==> config.mk <==
export PLATFORM = sky130hd
export DESIGN_NAME = display_scanner
export DESIGN_NICKNAME = d
export VERILOG_FILES = /design/src/rtl/display_pkg.sv /design/src/rtl/scan_prescaler.sv /design/src/rtl/display_scanner.sv
export SDC_FILE = /design/constraint.sdc
export NUM_CORES = 1
export LEC_CHECK = 0
export ABC_AREA = 1
export BUFFER_PORTS_ARGS = -buffer_cell sky130_fd_sc_hd__buf_2
export CORE_AREA = 2 2 69 71
export CTS_CLUSTER_DIAMETER = 80
export DETAILED_ROUTE_END_ITERATION = 6
export DIE_AREA = 0 0 71 73
export GPL_ROUTABILITY_DRIVEN = 0
export GPL_TIMING_DRIVEN = 0
export PLACE_DENSITY = 0.79
export SYNTH_ARGS = -nofsm -noshare
export SYNTH_HDL_FRONTEND = slang
export SYNTH_HIERARCHICAL = 1
export SYNTH_SLANG_ARGS = --single-unit
export TNS_END_PERCENT = 5
==> constraint.sdc <==
create_clock -name clk -period 2.7 [get_ports clk]
set_input_delay 0.135 -clock clk [delete_from_list [all_inputs] [get_ports clk]]
set_output_delay 0.135 -clock clk [all_outputs]
set_load 0.01 [all_outputs]
==> src/rtl/display_pkg.sv <==
// Shared types and helpers for the multiplexed 7-segment display scanner.
package display_pkg;

    localparam int DIGIT_W    = 4;
    localparam int MAX_DIGITS = 8;
    localparam int SEL_W      = $clog2(MAX_DIGITS);

    typedef logic [DIGIT_W-1:0] bcd_digit_t;

    function automatic logic [MAX_DIGITS-1:0] onehot_sel(input logic [SEL_W-1:0] idx);
        return MAX_DIGITS'(1) << idx;
    endfunction

endpackage

==> src/rtl/scan_prescaler.sv <==
// Slot-rate prescaler: counts 0..SCAN_DIV-1 and flags the last cycle of each slot.
module scan_prescaler
    import display_pkg::*;
#(
    parameter int SCAN_DIV = 50000
) (
    input  logic clk,
    input  logic rst_n,
    output logic tick
);

    localparam int CW = (SCAN_DIV > 1) ? $clog2(SCAN_DIV) : 1;

    logic [CW-1:0] r_cnt;
    logic          w_tick;

    assign w_tick = (r_cnt == CW'(SCAN_DIV - 1));
    assign tick   = w_tick;

    always_ff @(posedge clk) begin
        if (!rst_n) begin
            r_cnt <= '0;
        end else if (w_tick) begin
            r_cnt <= '0;
        end else begin
            r_cnt <= r_cnt + CW'(1);
        end
    end

endmodule

==> src/rtl/display_scanner.sv <==
// Multi-digit display scanner; new words take effect only at frame boundaries.
// Optional leading-zero blanking: define DISPLAY_SCANNER_ZERO_BLANK_EN.
module display_scanner
    import display_pkg::*;
#(
    parameter int DIGITS   = 4,
    parameter int SCAN_DIV = 50000
) (
    input  logic                        clk,
    input  logic                        rst_n,
    input  logic                        load,
    input  logic [DIGIT_W*DIGITS-1:0]   bcd_in,
    output logic [DIGIT_W-1:0]          value,
    output logic [DIGITS-1:0]           digit_sel,
    output logic                        frame_done,
    output logic                        pending
);

    localparam int             IW       = $clog2(DIGITS);
    localparam logic [IW-1:0]  LAST_IDX = IW'(DIGITS - 1);

    logic [IW-1:0]               r_idx;
    logic [DIGIT_W*DIGITS-1:0]   r_disp;
    logic [DIGIT_W*DIGITS-1:0]   r_pend_data;
    logic                        r_pend;

    logic                        w_tick;
    logic                        w_boundary;
    bcd_digit_t                  w_value;
    logic [DIGITS-1:0]           w_onehot;

    scan_prescaler #(.SCAN_DIV(SCAN_DIV)) u_prescaler (
        .clk   (clk),
        .rst_n (rst_n),
        .tick  (w_tick)
    );

    assign w_boundary = w_tick && (r_idx == LAST_IDX);

    always_ff @(posedge clk) begin
        if (!rst_n) begin
            r_idx       <= '0;
            r_disp      <= '0;
            r_pend_data <= '0;
            r_pend      <= 1'b0;
        end else begin
            if (w_tick) begin
                r_idx <= (r_idx == LAST_IDX) ? '0 : r_idx + IW'(1);
            end
            // A load coinciding with the boundary bypasses the pending register.
            if (w_boundary) begin
                if (load) begin
                    r_disp <= bcd_in;
                end else if (r_pend) begin
                    r_disp <= r_pend_data;
                end
                r_pend <= 1'b0;
            end else if (load) begin
                r_pend_data <= bcd_in;
                r_pend      <= 1'b1;
            end
        end
    end

    assign w_value  = r_disp[DIGIT_W*r_idx +: DIGIT_W];
    assign w_onehot = DIGITS'(onehot_sel(SEL_W'(r_idx)));

`ifdef DISPLAY_SCANNER_ZERO_BLANK_EN
    logic [DIGITS-1:0] w_zero_from;
    logic              w_blank;

    // w_zero_from[k]: nibbles k..DIGITS-1 of the shown word are all zero.
    always_comb begin
        w_zero_from = '0;
        w_zero_from[DIGITS-1] = (r_disp[DIGIT_W*(DIGITS-1) +: DIGIT_W] == '0);
        for (int k = DIGITS - 2; k >= 0; k--) begin
            w_zero_from[k] = (r_disp[DIGIT_W*k +: DIGIT_W] == '0) && w_zero_from[k+1];
        end
    end

    assign w_blank   = (r_idx != '0) && w_zero_from[r_idx];
    assign digit_sel = w_blank ? '0 : w_onehot;
`else
    assign digit_sel = w_onehot;
`endif

    assign value      = w_value;
    assign frame_done = w_boundary;
    assign pending    = r_pend;

endmodule

==> results.md <==
* First-pass GRT wire length at ~9000 µm
* Worst hold slack at between 0.09 and 0.1 ns
* Worst IR Drop VDD at 0.405 mV
* RSZ-0062 raised after global routing: false
* Post-synthesis cell count at 393
* Pre-CTS setup slack at 0.458 ns
* CTS Buffer Depth at 2
* H-tree levels at 2
* Status: finished clean
* Reg-to-Reg Start: u_prescaler/r_cnt[0]
* Vias in the first global route at about 2000
* Yosys reg bits at 51
* CP Launch Point: u_prescaler/r_cnt[0]
* Average wire per standard cell at 10.9 µm
* Critical path data arrival time at 2.21 ns
* Via density at 4.88
* Final hold violation count at 0
* Die height at approximately 73 µm
* CTS resizes at 0
* Period utilization at around 87%
* Via count at 2354
* Register area share after synthesis at between 30% and 40%
* Relative slew slack at 71.1%
* GR Overflow Total at 0
* Max cap viols at 0
* Syn Area/Cell at approximately 6.5 µm²
* P_int at approximately 1 mW
* Switching part of the total at 24.0%
* GRT Util Overall at between 20% and 30%
* Core Area at ~0.0045 mm²
* Tmin final at 2.34 ns
* DR iter-0 viols at roughly 140
* Clock sink count at 51
* Initial antenna violation count at 0
* NetSw at 0.324 mW
* Largest net degree at the start of global routing at 16
* Die Span X at 71 µm
* Antenna cells at 0
* Min-delay src: bcd_in[8]
* Power share of the sequential group at 58.1%
* Setup Buffers After CTS at 0
* Largest family of logic cells by synthesized area: simple AND/OR/NAND/NOR gates
* Post-Syn Area at about 0.0026 mm²
* Total Routed Length at around 5300 µm
* Hpwl dp at between 3000 and 4000 µm
* Synth Area in XOR/XNOR at 1.71%
* Initial Utilization at around 57%
* Synth Warn # at 6
* Yosys cell types at 27
* Net count after synthesis at 417
* Pwr dens at 471 mW/mm²
* Layout cells sized above 1 at between 10 and 15%
* CTS tree: done
* Root buffer cell: clkbuf_8
* DRC violations left at 0
* CP Max Fanout at 5
* Final Worst Setup Slack at 0.357 ns
* Hold-fix buffers, CTS at 0
* Area Growth Syn to Fin at 11.6%
* Critical Path Source Type: flop
* Worst-path clk slew at 0.09 ns
* Least-Margin Pin Slew at 0.434 ns
* Clk_lat worst skew at about 0.30 ns
* CP required at 2.57 ns
* HP Class: input port to flop
* First-pass iteration count of the detailed router at 4
* Total CTS buffers at 5
* Clock power frac at between 30% and 40%
* Leak Pwr at 1.38 nW
* Max Freq at ~430 MHz
* Proportion of synthesized area in mux cells at 0%
* Cell chain of the critical path: ha_1 -> nand3_1 -> or2_2 -> nor2_1 -> nand2_2 -> inv_2 -> buf_2
* Fin Clk Skew at 0.00849 ns
* Io pins at 29
* Number of cell rows at 25
* Synth Area in Compound Gates at 8.78%
* Port Buffers at 27
* Simple-Gate Fraction of Synth Area at 37.5%
* Setup crit end kind: primary output
* Area of the die at 0.00518 mm²
* Logic pwr share at 7.9%
* Final ANT Viol Nets at 0
* Adder and majority gate portion of the synthesized area at 2.44%
* Final Slew Violations at 0
* Setup TNS at 0 ns
* # nets final at 451
* Critical Path Max Stage Delay at between 0.3 and 0.4 ns
* CP Class: flop to primary output
* Slowest stage cell, crit path: dfxtp_1
* # setup viols final at 0
==> worst max-delay path: cells and delay by family, from the launching register on <==
| family | cells | cell delay, ns |
|---|---|---|
| AND/OR/NAND/NOR | 4 | 1.06 |
| flip-flops | 1 | 0.38 |
| buffers and inverters | 2 | 0.25 |
| adder cells (fa/ha/maj) | 1 | 0.21 |
==> path summary, 6_finish.rpt <==
kind | to | slack, ns | cells after the start
max | frame_done | 0.36 | 7
min | r_pend_data[8] | 0.09 | 3
max reg2reg | r_disp[14] | 0.38 | 10
min reg2reg | u_prescaler/r_cnt[0] | 0.47 | 1
==> final cells by class <==
| cell class | count | area [µm²] |
|---|---|---|
| repair buffers | 27 | 135 |
| fillers | 453 | 1670 |
| inverters | 39 | 149 |
| clock buffers | 7 | 86.3 |
| flip-flops and latches | 51 | 1020 |
| plain buffers | 13 | 101 |
| multi-input cells | 290 | 1290 |
| clock inverters | 1 | 8.76 |
| well taps | 54 | 67.6 |
==> power groups by stage <==
stage | Clock (mW) | Sequential, mW | Combinational (mW)
2_1_floorplan | 0 | 0.800 | 0.0710
3_3_place_gp | 0 | 0.801 | 0.105
3_5_place_dp | 0 | 0.802 | 0.106
4_1_cts | 0.469 | 0.785 | 0.106
5_1_grt | 0.494 | 0.788 | 0.123
6_report | 0.458 | 0.784 | 0.107
==> metrics by stage <==
| stage | util, % | area (µm²) | power, mW | std cells |
|---|---|---|---|---|
| floorplan | - | 2560 | 0.871 | 393 |
| global placement | 61.0 | 2770 | 0.906 | 474 |
| detailed placement | 61.0 | 2770 | 0.908 | 474 |
| CTS | 63.1 | 2860 | 1.36 | 482 |
| global route | 63.1 | 2860 | 1.40 | 482 |
| finish | 63.1 | 2860 | 1.35 | 482 |
==> synth_stat cells (all sizes together) <==
cell type,number,area share [%]
dfxtp,51,40
inv,38,5.7
o21ai,27,5.3
nand2,125,20
or2,3,0.73
nand4,5,1.2
nand3,7,1.4
nor2,93,14
a21oi,18,3.5
xor2,3,1.0
clkinv,1,0.15
ha,5,2.4
xnor2,2,0.68
nor3,2,0.39
clkbuf,2,0.29
buf,11,3.7
==> flip-flops by register name (all words and copies together) (netlist names) <==
register and flops:
pending 1, r_disp 16, r_idx 2, u_prescaler/r_cnt 16
r_pend_data 16
==> cells by family (layout without fill, tap and decap cells) <==
group           after synthesis  after routing
fa+ha+maj                     5              5
buf+inv                      52             87
compound gates               45             45
flops                        51             51
xor+xnor                      5              5
simple gates                235            235
==> cells in the final DEF (no fill, tap or decap), types with 2 or more instances in the layout <==
| cell | instances |
|---|---|
| ha_1 | 5 |
| a21oi_1 | 18 |
| buf_6 | 3 |
| inv_1 | 34 |
| xor2_1 | 3 |
| nand4_1 | 5 |
| nand2_4 | 3 |
| xnor2_1 | 2 |
| nor3_1 | 2 |
| buf_4 | 4 |
| nand3_1 | 7 |
| or2_2 | 2 |
| clkbuf_8 | 6 |
| nand2_2 | 5 |
| nor2_1 | 90 |
| nand2_1 | 117 |
| buf_2 | 30 |
| o21ai_0 | 26 |
| nor2_2 | 2 |
| inv_2 | 3 |
| dfxtp_1 | 51 |
| clkbuf_1 | 3 |
==> metal layers <==
metal	part of all wire (%)	vias up	track usage [%]
li1	-	1267	-
met2	42	49	32.4
met4	1.3	0	6.29
met1	52	1032	32.2
met5	0	-	0
met3	4.5	6	4.42
(Power assumes the default switching activity.)
